**src/rtl/interp_ram_reader_pkg.sv**
```systemverilog
// interp_pkg: shared widths and FSM states for the interpolating RAM reader
package interp_pkg;
  localparam int ADDR_W = 10;
  localparam int DATA_W = 32;
  localparam int FRAC_W = 8;
  localparam int CNT_W = 16;
  localparam int PHASE_W = ADDR_W + FRAC_W;
  typedef enum logic [2:0] {IDLE, RD_A, RD_B, CALC, OUT, DONE} state_e;
endpackage

```
**src/rtl/interp_ram_reader_if.sv**
```systemverilog
// interp_ram_reader_if: command, RAM read port and output stream of the reader
interface interp_ram_reader_if
  import interp_pkg::*;
#(
  parameter int ADDR_WIDTH = ADDR_W,
  parameter int DATA_WIDTH = DATA_W,
  parameter int FRAC_WIDTH = FRAC_W,
  parameter int CNT_WIDTH = CNT_W
);
  logic start;
  logic [ADDR_WIDTH+FRAC_WIDTH-1:0] start_phase;
  logic [ADDR_WIDTH+FRAC_WIDTH-1:0] step;
  logic [CNT_WIDTH-1:0] num_out;
  logic [ADDR_WIDTH-1:0] ram_rd_addr;
  logic [DATA_WIDTH-1:0] ram_rd_data;
  logic [DATA_WIDTH-1:0] out_data;
  logic out_valid;
  logic out_ready;
  logic busy;
  logic done;
  modport master (
    input start, start_phase, step, num_out, ram_rd_data, out_ready,
    output ram_rd_addr, out_data, out_valid, busy, done
  );
  modport slave (
    output start, start_phase, step, num_out, ram_rd_data, out_ready,
    input ram_rd_addr, out_data, out_valid, busy, done
  );
endinterface

```
**src/rtl/interp_ram_reader_lerp.sv**
```systemverilog
// interp_lerp: y = a + floor((b - a) * frac / 2**FRAC_WIDTH), signed samples
module interp_lerp #(
  parameter int DATA_WIDTH = 32,
  parameter int FRAC_WIDTH = 8
) (
  input  logic [DATA_WIDTH-1:0] a,
  input  logic [DATA_WIDTH-1:0] b,
  input  logic [FRAC_WIDTH-1:0] frac,
  output logic [DATA_WIDTH-1:0] y
);
  localparam int PW = DATA_WIDTH + FRAC_WIDTH + 2;
  logic signed [DATA_WIDTH:0] w_diff;
  logic signed [PW-1:0] w_prod;
  assign w_diff = $signed({b[DATA_WIDTH-1], b}) - $signed({a[DATA_WIDTH-1], a});
  assign w_prod = PW'(w_diff) * PW'($signed({1'b0, frac}));
  // result lies between a and b, so truncation cannot overflow
  assign y = a + DATA_WIDTH'(w_prod >>> FRAC_WIDTH);
endmodule

```
**src/rtl/interp_ram_reader.sv**
```systemverilog
// interp_ram_reader: walks a phase accumulator over the sample RAM, streams lerped samples
module interp_ram_reader
  import interp_pkg::*;
#(
  parameter int ADDR_WIDTH = ADDR_W,
  parameter int DATA_WIDTH = DATA_W,
  parameter int FRAC_WIDTH = FRAC_W,
  parameter int CNT_WIDTH = CNT_W
) (
  input logic rd_clk,
  input logic rd_rst,
  interp_ram_reader_if.master bus
);
  localparam int PW = ADDR_WIDTH + FRAC_WIDTH;
  state_e r_state;
  logic [PW-1:0] r_phase;
  logic [PW-1:0] r_step;
  logic [CNT_WIDTH-1:0] r_cnt;
  logic [DATA_WIDTH-1:0] r_a;
  logic [DATA_WIDTH-1:0] r_out_data;
  logic [DATA_WIDTH-1:0] w_y;
  logic [ADDR_WIDTH-1:0] w_idx;
  logic w_fire;
  assign w_idx = r_phase[PW-1:FRAC_WIDTH];
  assign w_fire = (r_state == OUT) && bus.out_ready;
  // the neighbour read wraps so the last entry pairs with entry 0
  assign bus.ram_rd_addr = (r_state == RD_B) ? w_idx + ADDR_WIDTH'(1) : w_idx;
  assign bus.out_data = r_out_data;
  assign bus.out_valid = r_state == OUT;
  assign bus.busy = r_state != IDLE;
  assign bus.done = r_state == DONE;
  interp_lerp #(
    .DATA_WIDTH(DATA_WIDTH),
    .FRAC_WIDTH(FRAC_WIDTH)
  ) u_lerp (
    .a(r_a),
    .b(bus.ram_rd_data),
    .frac(r_phase[FRAC_WIDTH-1:0]),
    .y(w_y)
  );
  always_ff @(posedge rd_clk) begin
    if (rd_rst) begin
      r_state <= IDLE;
      r_phase <= '0;
      r_step <= '0;
      r_cnt <= '0;
      r_a <= '0;
      r_out_data <= '0;
    end else begin
      case (r_state)
        IDLE: if (bus.start) begin
          r_phase <= bus.start_phase;
          r_step <= bus.step;
          r_cnt <= bus.num_out;
          r_state <= (bus.num_out == '0) ? DONE : RD_A;
        end
        RD_A: r_state <= RD_B;
        RD_B: begin
          r_a <= bus.ram_rd_data;
          r_state <= CALC;
        end
        CALC: begin
          r_out_data <= w_y;
          r_state <= OUT;
        end
        OUT: if (w_fire) begin
          r_phase <= r_phase + r_step;
          r_cnt <= r_cnt - CNT_WIDTH'(1);
          r_state <= (r_cnt == CNT_WIDTH'(1)) ? DONE : RD_A;
        end
        default: r_state <= IDLE;
      endcase
    end
  end
endmodule

```
**src/flat_wrapper.sv**
```systemverilog
// flat-port wrapper written by rule: the top's interface ports become plain ports
module interp_ram_reader_flat import interp_pkg::*;
#(
  parameter int ADDR_WIDTH = ADDR_W,
  parameter int DATA_WIDTH = DATA_W,
  parameter int FRAC_WIDTH = FRAC_W,
  parameter int CNT_WIDTH = CNT_W
)
  (rd_clk, rd_rst, bus_start, bus_start_phase, bus_step, bus_num_out, bus_ram_rd_data, bus_out_ready, bus_ram_rd_addr, bus_out_data, bus_out_valid, bus_busy, bus_done);
  interp_ram_reader_if #(.ADDR_WIDTH(ADDR_WIDTH), .DATA_WIDTH(DATA_WIDTH), .FRAC_WIDTH(FRAC_WIDTH), .CNT_WIDTH(CNT_WIDTH)) bus_i ();
  input logic rd_clk;
  input logic rd_rst;
  input wire logic [$bits(bus_i.start)-1:0] bus_start;
  input wire logic [$bits(bus_i.start_phase)-1:0] bus_start_phase;
  input wire logic [$bits(bus_i.step)-1:0] bus_step;
  input wire logic [$bits(bus_i.num_out)-1:0] bus_num_out;
  input wire logic [$bits(bus_i.ram_rd_data)-1:0] bus_ram_rd_data;
  input wire logic [$bits(bus_i.out_ready)-1:0] bus_out_ready;
  output wire logic [$bits(bus_i.ram_rd_addr)-1:0] bus_ram_rd_addr;
  output wire logic [$bits(bus_i.out_data)-1:0] bus_out_data;
  output wire logic [$bits(bus_i.out_valid)-1:0] bus_out_valid;
  output wire logic [$bits(bus_i.busy)-1:0] bus_busy;
  output wire logic [$bits(bus_i.done)-1:0] bus_done;
  assign bus_i.start = bus_start;
  assign bus_i.start_phase = bus_start_phase;
  assign bus_i.step = bus_step;
  assign bus_i.num_out = bus_num_out;
  assign bus_i.ram_rd_data = bus_ram_rd_data;
  assign bus_i.out_ready = bus_out_ready;
  assign bus_ram_rd_addr = bus_i.ram_rd_addr;
  assign bus_out_data = bus_i.out_data;
  assign bus_out_valid = bus_i.out_valid;
  assign bus_busy = bus_i.busy;
  assign bus_done = bus_i.done;
  interp_ram_reader #(.ADDR_WIDTH(ADDR_WIDTH), .DATA_WIDTH(DATA_WIDTH), .FRAC_WIDTH(FRAC_WIDTH), .CNT_WIDTH(CNT_WIDTH)) u_core (.rd_clk(rd_clk), .rd_rst(rd_rst), .bus(bus_i));
endmodule
```
**config.mk**
```make
export PLATFORM = sky130hd
export DESIGN_NAME = interp_ram_reader_flat
export DESIGN_NICKNAME = d
export VERILOG_FILES = /design/src/rtl/interp_ram_reader_pkg.sv /design/src/rtl/interp_ram_reader_if.sv /design/src/rtl/interp_ram_reader_lerp.sv /design/src/rtl/interp_ram_reader.sv /design/src/flat_wrapper.sv
export SDC_FILE = /design/constraint.sdc
export NUM_CORES = 1
export LEC_CHECK = 0
export ABC_AREA = 1
export BUFFER_PORTS_ARGS = -buffer_cell sky130_fd_sc_hd__buf_2
export CAP_MARGIN = 40
export CORE_MARGIN = 1.5
export CORE_UTILIZATION = 64
export DETAILED_ROUTE_END_ITERATION = 8
export MAX_ROUTING_LAYER = met4
export PLACE_DENSITY_LB_ADDON = 0.3
export SLEW_MARGIN = 30
export SYNTH_ARGS = -nofsm -noshare
export SYNTH_HDL_FRONTEND = slang
export SYNTH_SLANG_ARGS = --single-unit
```
**constraint.sdc**
```tcl
create_clock -name rd_clk -period 9.8 [get_ports rd_clk]
set_input_delay 0.98 -clock rd_clk [delete_from_list [all_inputs] [get_ports rd_clk]]
set_output_delay 0.98 -clock rd_clk [all_outputs]
set_load 0.02 [all_outputs]
```
==> results of run 1 <==
final timing paths:
check                                start                                    to  slack (ns)  depth (start not counted)
max                     bus_ram_rd_data[0]  u_core.bus.out_data[29]$_SDFFE_PP0N_        0.69                         43
min          u_core.r_step[9]$_SDFFE_PP0P_         u_core.r_step[9]$_SDFFE_PP0P_        0.47                          2
max reg2reg     u_core.r_a[0]$_SDFFE_PP0P_  u_core.bus.out_data[29]$_SDFFE_PP0N_        1.03                         41
min reg2reg  u_core.r_step[9]$_SDFFE_PP0P_         u_core.r_step[9]$_SDFFE_PP0P_        0.47                          2
logic make-up (layout without fill, tap and decap cells):
group / Yosys count / count (layout)
AO/OA/AOI/OAI: 475 / 475
XOR/XNOR: 101 / 101
adder cells (fa/ha/maj): 360 / 360
buffers and inverters: 584 / 703
flip-flops: 119 / 119
other: 0 / 6
AND/OR/NAND/NOR: 991 / 991
registers in the layout, indices dropped and copies added, names as in the netlist:
name	cells
u_core.r_cnt	16
u_core.bus.out_data	32
u_core.r_a	32
u_core.r_step	18
u_core.r_phase	18
u_core.r_state	3
stage by stage:
step	hold WS, ns	instance area [um^2]	std cells	power [W]
2_1_floorplan	0.4441	18490	2630	0.004374
3_3_place_gp	0.4553	19530	3097	0.005897
3_5_place_dp	0.4597	19530	3097	0.005995
4_1_cts	0.4681	20110	3128	0.006656
5_1_grt	0.4946	20200	3138	0.007362
6_report	0.4707	20200	3139	0.006762
where the power goes:
part	switching [W]	leakage, nW	internal, W
clock network	0.000238	0.277	0.000384
logic	0.00375	9.31	0.00180
registers	0.0000531	0.975	0.000534
routing by layer:
layer  wire length (um)  share of wire  up-vias
met5                  0              0        -
met4               2293          0.040        0
met3               4221          0.074      167
met2              28230           0.49      817
met1              22570           0.39     8679
li1                   -              -     8517
area by class of cell:
| class | count | area, um^2 | area share |
|---|---|---|---|
| multi-input combinational | 1927 | 13920 | 0.6892 |
| inverter | 515 | 1933 | 0.09569 |
| sequential | 119 | 2382 | 0.1179 |
| clock inverter | 12 | 127.6 | 0.006317 |
| timing repair buffer | 157 | 887.1 | 0.04391 |
| antenna | 6 | 15.01 | 0.0007432 |
| clock buffer | 19 | 452.9 | 0.02242 |
| tap | 384 | 480.5 | 0.02378 |
cell usage in the layout, fill, tap and decap left out, drive strengths merged, types with 57 or more instances in the layout:
master	n
fa	201
a21oi	188
buf	156
xor2	57
inv	515
nand2	457
ha	159
dfxtp	119
o21ai	160
nor2	340
nand3	107
critical path, delay by kind of cell:
family	cells	cell delay, ns
buffers and inverters	9	0.74
XOR/XNOR	2	0.87
adder cells (fa/ha/maj)	8	3.50
AND/OR/NAND/NOR	16	1.99
AO/OA/AOI/OAI	8	1.34
==> impl_metrics.toml, run 1 <==
[yosys]
synth_top_family_by_area = "adder cells"
synthSimpleGateAreaFrac = 0.2259
synth-compound-area-share = 0.1493
synthCells = 2630
ys_ff_latch = 119
syn_area_per_cell_um2 = 7.031
synthMuxAreaShare = 0
synth_top_area_frac = 0.2176
synthAdderAreaFrac = 0.3252
synth_area_leaders = "fa_1 (22%), dfxtp_1 (13%), ha_1 (11%), inv_1 (10%), nand2_1 (9.0%)"
yosys_warnings = 0
async_flop_share = 0
yosysMostFrequentCell = "inv_1"
synth_cell_types = 60
seq_area_frac_synth = 0.1288
ys.flop_type = "dfxtp_1"
synth_xor_area_frac = 0.05129
synth_edf_count = 0
yosys-top-cells-count = "inv_1 (509), nand2_1 (441), nor2_1 (335)"
yosysTopAreaCell = "fa_1"
syn-num-nets = 3078
synth_area_um2 = 18490

[clocking]
cts_resized = 0
clkTransAtPathRegs_ns = 0.06
numCtsBuffers = 17
cts_hold_buf = 0
clock_sinks = 119
htree_num_levels = 4
cts_max_path_buffers = 2
cts_tree = "yes"
root_buffer = "clkbuf_16"
postCtsSetupRepairBufs = 0
clock_latency_ns = 0.43

[flow_run]
cap_viol_max_count = 0

[global_routing]
grt_pass1_wl_mm = 92.50
grt_use_met2 = 0.6820
track_usage = 0.3988
met1_usage = 0.4692
antenna_found_initial = 5
grt_max_degree = 68
gr-total-overflow = 0
grt_use_met3 = 0.06288
grt_busiest_layer = "met2"
grt_pass1_vias = 18448

[min_path]
hold_path.class = "flip-flop to flip-flop"

[route]
drc = 0
drtAntennaViolNets = 0
drt-initial-drc-count = 1424
wire_per_inst_um = 18.26
drt-total-wl_mm = 57.32
vias = 18180
vias_per_cell = 5.792
drt-pass1-iter-count = 6

[critical_path]
critPathMaxFanout = 6
end_kind = "flip-flop"
critPathLaunchType = "input port"
cp_common_cell = "inv_1"
cp_slowest_cell = "fa_1"
critPathKind = "input port to flip-flop"
critPathMaxStageDelay_ns = 0.57
cp.required_ns = 10.12
critPathArrivalTime_ns = 9.44

[timing]
tightest_slew_ns = 0.8133
setup_slack_ns = 0.6879
setup_viol = 0
setup_tns_ns = 0
clock_skew_ns = 0.009760
rsz0062_at_grt = "no"
max_freq_mhz = 109.7
period_minus_slack_ns = 9.112
slew_viol_final = 0
fin_crit_sh = 0.9298
timing.slew.headroom = 0.4572
hold_viol_final = 0

[final_layout]
syn_to_final_growth_pct = 9.257
post-route-util = 0.7077
fin_nets = 3185
fill_cells = 2368
drive_gt1_frac = 0.09785

[power]
p_leak_nw = 10.56
vdd_drop_max_v = 0.0001906
powerDensity_nw_per_um2 = 334.7

[floorplan]
core_area_um2 = 28550
ioPinCount = 133
die_height_um = 173.0
start_util = 0.6477
floorplan.die_area_um2 = 29920
fp-row-count = 62
chipWidth_um = 173.0

[placed_design]
gp_congestion = 1.035
preCtsSetupSlack_ns = 0.3795
dp.final_hpwl_mm = 47.59
port_buffers = 132

[outcome]
status = "finished, final reports clean"
Note: power is estimated with default switching activity, not from simulation.
==> run 2: changes to the inputs <==
Settings changed: CORE_MARGIN 1.5 to 10.
Clock period 9.8 ns to 9.2 ns, I/O delays scaled along.
==> impl_metrics.toml, run 2 (synthesized netlist as in run 1, its figures left out) <==
[floorplan]
chipWidth_um = 190.0
floorplan.die_area_um2 = 36090
start_util = 0.6459
core_area_um2 = 28630
die_height_um = 190.0
fp-row-count = 62
ioPinCount = 133

[critical_path]
cp.required_ns = 9.53
critPathKind = "input port to flip-flop"
critPathMaxFanout = 7
cp_common_cell = "nand2_1"
end_kind = "flip-flop"
critPathLaunchType = "input port"
critPathMaxStageDelay_ns = 0.58
cp_slowest_cell = "fa_1"
critPathArrivalTime_ns = 9.07

[timing]
fin_crit_sh = 0.9503
tightest_slew_ns = 0.7995
period_minus_slack_ns = 8.743
clock_skew_ns = 0.01200
setup_viol = 0
timing.slew.headroom = 0.4664
hold_viol_final = 0
slew_viol_final = 0
setup_tns_ns = 0
max_freq_mhz = 114.4

[final_layout]
stdcell_area_um2 = 20370
syn_to_final_growth_pct = 10.19
fin_nets = 3194
layout.cells.non_filler = 3154
final_cell_mix = "inv_1 (508), nand2_1 (441), nor2_1 (334), fa_1 (201), a21oi_1 (179)"
drive_gt1_frac = 0.1029
final_common_cell = "inv_1"

[placed_design]
port_buffers = 132
dp.final_hpwl_mm = 46.49
gp_congestion = 1.059
place_area_um2 = 19650
dp_cells = 3108

[min_path]
hold_path.class = "flip-flop to flip-flop"

[power]
total_power_w = 0.007270
p_int_w = 0.002949
p_switching_w = 0.004321
pwr-share-clk = 0.096
seq_power_share = 0.085
power_frac_comb = 0.819
p_leak_nw = 10.65
sw_frac_of_total = 0.5944
powerDensity_nw_per_um2 = 356.8
vdd_drop_max_v = 0.0002377

[clocking]
postCtsSetupRepairBufs = 0
cts_tree = "yes"
root_buffer = "clkbuf_16"
clock_latency_ns = 0.44
numCtsBuffers = 17
clock_sinks = 119
clkTransAtPathRegs_ns = 0.06
cts_max_path_buffers = 2
htree_num_levels = 4

[global_routing]
antenna_found_initial = 11
grt_pass1_vias = 18079
grt_pass1_wl_mm = 90.65
grt_max_degree = 70
track_usage = 0.3184
gr-total-overflow = 0

[route]
vias = 18024
drt-pass1-iter-count = 8
drt-initial-drc-count = 1522
vias_per_cell = 5.715
drt-total-wl_mm = 55.71
wire_per_inst_um = 17.66
drc = 0
drtAntennaViolNets = 0

[flow_run]
cap_viol_max_count = 0

[outcome]
status = "finished, final reports clean"
-- run 2: layer usage --
metal / vias to the layer above / wire (um) / GRT usage / part of all wire
li1: 8567 / - / - / -
met1: 8552 / 22810 / 0.3858 / 0.41
met2: 773 / 26880 / 0.5273 / 0.48
met3: 132 / 4054 / 0.05163 / 0.073
met4: 0 / 1965 / 0.1148 / 0.035
met5: - / 0 / - / 0
-- run 2: final cells by class --
| class | instances | area [um^2] |
|---|---|---|
| multi-input cells | 1927 | 13970 |
| clock inverters | 14 | 175.2 |
| inverters | 515 | 1933 |
| clock buffers | 18 | 439.2 |
| flip-flops and latches | 119 | 2382 |
| repair buffers | 166 | 970.9 |
| diodes | 11 | 27.53 |
| well taps | 384 | 480.5 |
| fillers | 2390 | 8250 |
-- run 2: power by group through the flow --
stage          Combinational, W  Sequential (W)  Clock [W]
2_1_floorplan           0.00404        0.000623          0
3_3_place_gp            0.00565        0.000632          0
4_1_cts                 0.00579        0.000624   0.000701
5_1_grt                 0.00657        0.000625   0.000725
3_5_place_dp            0.00573        0.000634          0
6_report                0.00595        0.000620   0.000696
-- run 2: worst paths after layout --
check,from,endpoint,slack (ns),cells past startpoint
worst max register to register,u_core.r_a[9]$_SDFFE_PP0P_,u_core.bus.out_data[30]$_SDFFE_PP0N_,0.67,36
worst max-delay path,bus_ram_rd_data[9],u_core.bus.out_data[30]$_SDFFE_PP0N_,0.46,36
worst min-delay path,u_core.r_step[5]$_SDFFE_PP0P_,u_core.r_step[5]$_SDFFE_PP0P_,0.47,2
worst min register to register,u_core.r_step[5]$_SDFFE_PP0P_,u_core.r_step[5]$_SDFFE_PP0P_,0.47,2
-- run 2: stage by stage --
stage               utilization  hold slack, ns  worst slack, ns
global route             0.7118          0.4878         -0.02527
detailed placement       0.6866          0.4635          -0.1287
global placement         0.6844          0.4579         -0.06580
CTS                      0.7080          0.4721           0.2780
finish                   0.7118          0.4662           0.4573
floorplan                     -          0.4441            1.523
-- run 2: repair_timing --
item                       CTS  global route
setup endpoints to repair    0            11
gates resized for setup      0             8
hold buffers                 0             0
-- run 2: worst max-delay path: cells and delay by family --
family,cells,cell delay [ns]
compound gates,8,1.74
buf+inv,6,0.43
simple gates,13,1.86
fa+ha+maj,7,3.25
xor+xnor,2,0.82
